===== config.mk =====
export PLATFORM = sky130hd
export DESIGN_NAME = approx_mult_pipe
export DESIGN_NICKNAME = d
export VERILOG_FILES = /design/src/rtl/approx_mult_pkg.sv /design/src/rtl/approx_pp_compress.sv /design/src/rtl/approx_mult_pipe.sv
export SDC_FILE = /design/constraint.sdc
export NUM_CORES = 1
export LEC_CHECK = 0
export ABC_AREA = 1
export CAP_MARGIN = 25
export CORE_MARGIN = 8
export CORE_UTILIZATION = 55
export DETAILED_ROUTE_END_ITERATION = 6
export PLACE_DENSITY = 0.82
export SYNTH_ARGS = -nofsm -noshare
export SYNTH_HDL_FRONTEND = slang
export SYNTH_HIERARCHICAL = 1
export SYNTH_SLANG_ARGS = --single-unit

===== constraint.sdc =====
create_clock -name clk -period 3.2 [get_ports clk]
set_input_delay 0.32 -clock clk [delete_from_list [all_inputs] [get_ports clk]]
set_output_delay 0.32 -clock clk [all_outputs]
set_load 0.01 [all_outputs]

===== src/rtl/approx_mult_pkg.sv =====
// Shared constants for the approximate multiplier pipeline: mode encoding
// and parameter defaults.
package approx_mult_pkg;

  localparam logic MODE_EXACT  = 1'b0;
  localparam logic MODE_APPROX = 1'b1;

  localparam int W_DEF     = 8;
  localparam int L_DEF     = 4;
  localparam int ACC_W_DEF = 32;
  localparam int TXN_W     = 16;

endpackage


===== src/rtl/approx_pp_compress.sv =====
// Combinational partial-product generator: exact high rows plus OR-compressed,
// column-truncated low row pairs.
module approx_pp_compress
  import approx_mult_pkg::*;
#(
  parameter int W = W_DEF,
  parameter int L = L_DEF,
  parameter int T = W - 1
) (
  input  logic [W-1:0]   in_x,
  input  logic [W-1:0]   in_y,
  output logic [2*W-1:0] h,
  output logic [2*W-1:0] c_sum
);

  localparam int PW = 2 * W;
  localparam logic [PW-1:0] T_MASK = ~((PW'(1) << T) - PW'(1));

  logic [PW-1:0] y_ext;
  logic [PW-1:0] pp_a;
  logic [PW-1:0] pp_b;
  logic [W-1:0]  x_sh;

  assign y_ext = PW'(in_y);
  assign h     = (y_ext * PW'(in_x >> L)) << L;

  // Each low row pair collapses to a single OR row; columns below T are dropped.
  always_comb begin
    c_sum = '0;
    pp_a  = '0;
    pp_b  = '0;
    x_sh  = '0;
    for (int k = 0; k < L / 2; k++) begin
      x_sh  = in_x >> (2 * k);
      pp_a  = x_sh[0] ? (y_ext << (2 * k)) : '0;
      pp_b  = x_sh[1] ? (y_ext << (2 * k + 1)) : '0;
      c_sum = c_sum + ((pp_a | pp_b) & T_MASK);
    end
  end

endmodule


===== src/rtl/approx_mult_pipe.sv =====
// Two-stage valid/ready approximate multiplier with per-beat exact/approx mode
// and saturating error / transaction statistics.
module approx_mult_pipe
  import approx_mult_pkg::*;
#(
  parameter int W     = W_DEF,
  parameter int L     = L_DEF,
  parameter int T     = W - 1,
  parameter int ACC_W = ACC_W_DEF
) (
  input  logic             clk,
  input  logic             rst_n,
  input  logic             in_valid,
  output logic             in_ready,
  input  logic [W-1:0]     in_x,
  input  logic [W-1:0]     in_y,
  input  logic             in_mode,
  output logic             out_valid,
  input  logic             out_ready,
  output logic [2*W-1:0]   out_z,
  output logic [2*W-1:0]   out_err,
  input  logic             clr_acc,
  output logic [ACC_W-1:0] err_acc,
  output logic [TXN_W-1:0] txn_cnt
);

  localparam int PW    = 2 * W;
  localparam int SUM_W = ((ACC_W > PW) ? ACC_W : PW) + 1;

  logic [PW-1:0] h_p0, c_p0, exact_p0;
  logic [PW-1:0] h_p1, c_p1, exact_p1;
  logic [PW-1:0] z_p1, err_p1;
  logic [PW-1:0] z_p2, err_p2;
  logic          mode_p1, vld_p1;
  logic          mode_p2, vld_p2;
  logic          s2_ready, accept, deliver;

  function automatic logic [ACC_W-1:0] sat_acc(input logic [ACC_W-1:0] a,
                                               input logic [PW-1:0]    b);
    logic [SUM_W-1:0] s;
    s = SUM_W'(a) + SUM_W'(b);
    if (s > SUM_W'({ACC_W{1'b1}})) return {ACC_W{1'b1}};
    return s[ACC_W-1:0];
  endfunction

  function automatic logic [TXN_W-1:0] sat_inc(input logic [TXN_W-1:0] a);
    return (a == {TXN_W{1'b1}}) ? a : a + TXN_W'(1);
  endfunction

  approx_pp_compress #(.W(W), .L(L), .T(T)) u_pp (
    .in_x  (in_x),
    .in_y  (in_y),
    .h     (h_p0),
    .c_sum (c_p0)
  );

  assign exact_p0  = PW'(in_x) * PW'(in_y);
  assign s2_ready  = !vld_p2 || out_ready;
  assign in_ready  = !vld_p1 || s2_ready;
  assign accept    = in_valid && in_ready;
  assign deliver   = vld_p2 && out_ready;
  assign out_valid = vld_p2;
  assign out_z     = z_p2;
  assign out_err   = err_p2;

  // Stage 1: partial-product terms, exact product and mode.
  always_ff @(posedge clk) begin
    if (accept) begin
      h_p1     <= h_p0;
      c_p1     <= c_p0;
      exact_p1 <= exact_p0;
      mode_p1  <= in_mode;
    end
  end

  always_ff @(posedge clk or negedge rst_n) begin
    if (!rst_n) vld_p1 <= 1'b0;
    else if (in_ready) vld_p1 <= in_valid;
  end

  assign z_p1   = (mode_p1 == MODE_APPROX) ? (h_p1 + c_p1) : exact_p1;
  assign err_p1 = exact_p1 - z_p1;

  // Stage 2: final product and its error against the exact product.
  always_ff @(posedge clk or negedge rst_n) begin
    if (!rst_n) begin
      vld_p2  <= 1'b0;
      mode_p2 <= MODE_EXACT;
      z_p2    <= '0;
      err_p2  <= '0;
    end else if (s2_ready) begin
      vld_p2 <= vld_p1;
      if (vld_p1) begin
        mode_p2 <= mode_p1;
        z_p2    <= z_p1;
        err_p2  <= err_p1;
      end
    end
  end

  // Statistics: a clear coinciding with a delivery restarts from that beat.
  always_ff @(posedge clk or negedge rst_n) begin
    if (!rst_n) begin
      err_acc <= '0;
      txn_cnt <= '0;
    end else if (clr_acc) begin
      err_acc <= deliver ? sat_acc('0, err_p2) : '0;
      txn_cnt <= (deliver && mode_p2 == MODE_APPROX) ? TXN_W'(1) : '0;
    end else if (deliver) begin
      err_acc <= sat_acc(err_acc, err_p2);
      if (mode_p2 == MODE_APPROX) txn_cnt <= sat_inc(txn_cnt);
    end
  end

endmodule


==> run_results.csv <==
group,metric,value,unit
status,outcome,"finished, violations left",
status,violations,"setup timing",
global_routing,grt_start_max_net_pins,84,
route,vias,11284,
route,wl_per_cell,16.0,um
power,pwr-share-clk,16.4,%
synthesis,synth_largest_area_cell,"dfrtp_1",
synthesis,ys_top_cells_by_count,"nand2_1 (465), inv_1 (277), ha_1 (101)",
synthesis,synth-async-reset-ratio,62.9,%
synthesis,yosysMostFrequentCell,"nand2_1",
cells_and_area,final_nets,1985,
hold_path,hold_class,"in2async",
global_routing,grt_pass1_wl,51.9,mm
synthesis,syn_avg_cell_area,7.42,um2
critical_path,cpMaxStageDelayCell,"fa_1",
placement,io_buffers,103,
sta,setup-tns-final,-3.82,ns
power,vdd_drop_max,0.568,mV
floorplan,die_h,162,um
global_routing,track_usage,24.0,%
floorplan,pin_count,104,
cells_and_area,syn_to_final_growth,30.5,%
critical_path,worstPathCellList,"buf_8 > nand2_4 > inv_2 > fa_1 > inv_1 > fa_1 > inv_1 > fa_1 > inv_2 > fa_1 > inv_2 > ha_4 > nand2_4 > o21ai_2 > a21oi_2 > o21ai_2 > nand4_1 > nand2_1 > xor2_1",
critical_path,slowest_delay,0.55,ns
sta,fin_crit,3.80,ns
floorplan,core,21000,um2
critical_path,cp-end-kind,"flip-flop",
clocking,cts-root-buf,"clkbuf_16",
power,power_frac_seq,22.8,%
route,via_per_inst,5.38,
global_routing,grt_remaining_overflow,0,
power,leakage,7.94,nW
synthesis,syn_area,11800,um2
power,powerDensity,752,nW/um2
sta,grt_setup_unrepaired,"true",
placement,place_ws,-1.37,ns
floorplan,die_w,162,um
synthesis,synth.ff_latch_count,132,
synthesis,ys_types,53,
sta,slew-limit-headroom,52.6,%
synthesis,synth_edf_count,49,
cells_and_area,diodes,0,
sta,period_share,119,%
synthesis,yosysTopAreaCellShare,17.6,%
synthesis,synth-seq-area-share,30.1,%
critical_path,r2r-start,"c_p1[0]",
clocking,numCtsBuffers,17,
synthesis,yosysWarnings,6,
cells_and_area,drive_above_1_share,19.7,%
floorplan,start_util,56.0,%
critical_path,crit_type,"in2reg",
critical_path,worstPathArrival,3.99,ns
critical_path,reg2reg_depth,17,
critical_path,reg2reg_slack,-0.03,ns
critical_path,path_common_cell,"fa_1",
synthesis,syn_inst,1586,
clocking,clock_sinks,132,
power,p_sw,0.00491,W
power,switching_share,42.5,%
route,detail-route-antenna-nets,0,
critical_path,crit_path_max_fanout,4,
global_routing,antenna_found_initial,0,
route,first_pass_iters,7,
route,dr.first_iter.drc_count,753,
sta,max_slew.worst_pin.slew,0.710,ns
floorplan,std_cell_rows,53,
critical_path,start_kind,"input pin",
critical_path,r2r_end,"out_err[10]",
route,drc,0,
power,p_comb_share,60.8,%
clocking,clock_latency,0.44,ns
run,cap_violations,0,
critical_path,startpoint,"in_x[5]",
sta,hold_viol,0,
sta,final_max_slew_viol_count,0,
power,p_int,0.00665,W
synthesis,synth_ff_type,"dfrtp_1",
global_routing,grt_pass1_vias,11101,
synthesis,synthTopCellsByArea,"dfrtp_1 (18%), nand2_1 (15%), edfxtp_1 (12%)",
sta,setup_slack,-0.605,ns
placement,dpl.hpwl,24.4,mm
sta,setup_viol,12,
sta,fmax,263,MHz
critical_path,critPathRequiredTime,3.38,ns
critical_path,cp-endpoint,"exact_p1[15]",
clocking,path_clk_slew,0.06,ns
clocking,h-tree-depth,4,
floorplan,fp.dieArea,26300,um2
route,drt_wl_total,33.5,mm
clocking,cts_tree,"built",
sta,clock-skew-final,0.00729,ns
clocking,clock_path_buffers,2,
placement,place.gp.congestion,0.924,
==> worst max-delay path, delay by kind of cell <==
family                   cells  cell delay, ns
AO/OA/AOI/OAI                3            0.47
XOR/XNOR                     1            0.06
buffers and inverters        6            0.37
adder cells (fa/ha/maj)      5            2.34
AND/OR/NAND/NOR              4            0.42
==> power groups by stage <==
stage                     registers, W  logic, W  clock network, W
after global placement         0.00261   0.00571                 0
final                          0.00264   0.00702           0.00189
after CTS                      0.00260   0.00624           0.00191
after global routing           0.00267   0.00764           0.00199
after floorplan                0.00262   0.00354                 0
after detailed placement       0.00262   0.00589                 0
==> metal layers <==
metal | track usage, % | wire [um]
met4 | 10.6 | 1390
met5 | 0 | 0
met2 | 43.9 | 17100
met1 | 26.9 | 13000
met3 | 4.13 | 2020
==> stage by stage <==
stage	utilization (%)	instance area [um2]	total power, W	cells	hold slack (ns)
global route	73.1	15400	0.0123	2098	0.361
detailed placement	66.1	13900	0.00851	2039	0.478
floorplan	-	12000	0.00617	1600	0.0244
finish	73.1	15400	0.0116	2098	0.314
global placement	66.1	13900	0.00832	2039	0.466
CTS	70.4	14800	0.0107	2079	0.130
==> registers in the layout (all words and copies together) (netlist names) <==
signal and flops:
out_valid 1, mode_p2 1, exact_p1 16, vld_p1 1, out_z 16, h_p1 16, c_p1 16, mode_p1 1
out_err 16, err_acc 32, txn_cnt 16
==> placed cells by master (no fill, tap or decap), types with 7 or more instances in the layout <==
cell type,instances
nand2_1,438
inv_1,252
buf_4,129
nand3_1,89
clkdlybuf4s50_1,86
ha_1,83
dfrtp_1,83
nor2_1,75
o21ai_0,53
a21oi_1,49
edfxtp_1,49
fa_1,46
inv_2,25
nand2_2,24
xnor2_1,23
xor2_1,23
buf_6,23
clkbuf_16,17
nand4_1,16
nor3_1,16
nor2_2,15
ha_4,15
conb_1,15
o21ai_2,14
a21oi_2,14
nand3_2,11
o21ai_1,11
a21oi_4,10
nand2_4,8
a21o_1,8
nand3b_1,7
==> cells by family after synthesis <==
| family | share of synthesized area (%) |
|---|---|
| and+or+nand+nor | 26.0 |
| buffers and inverters | 11.5 |
| AOI/OAI and AO/OA | 9.21 |
| adders and majority gates | 19.6 |
| DFF | 30.1 |
| xor gates and xnor gates | 3.50 |
| other | 0.0319 |
| muxes | 0.0850 |
==> layout make-up <==
class / count / area [um2]
Multi-Input combinational cell: 1130 / 7610
Fill cell: 1526 / 5660
Sequential cell: 132 / 3550
Timing Repair Buffer: 250 / 2240
Inverter: 279 / 1050
Clock buffer: 22 / 454
Tap cell: 275 / 344
Clock inverter: 10 / 108
==> worst min-delay path by stage <==
stage,from,end,slack (ns),depth (start not counted)
final,rst_n,txn_cnt[6],0.31,2
after CTS,rst_n,txn_cnt[6],0.13,1
after floorplan,rst_n,err_acc[0],0.02,0
after global routing,rst_n,out_z[3],0.36,2
after detailed placement,out_z[8],out_z[8],0.48,2
after global placement,out_z[14],out_z[14],0.47,2
==> repair_timing <==
item	in CTS	in global routing
buffers inserted	11	20
hold buffers	0	1
endpoints found under the setup margin	19	19
endpoints found under the hold margin	0	19
pin swaps	54	60
gates resized for setup	149	105
Power figures use the tool's default switching activity.
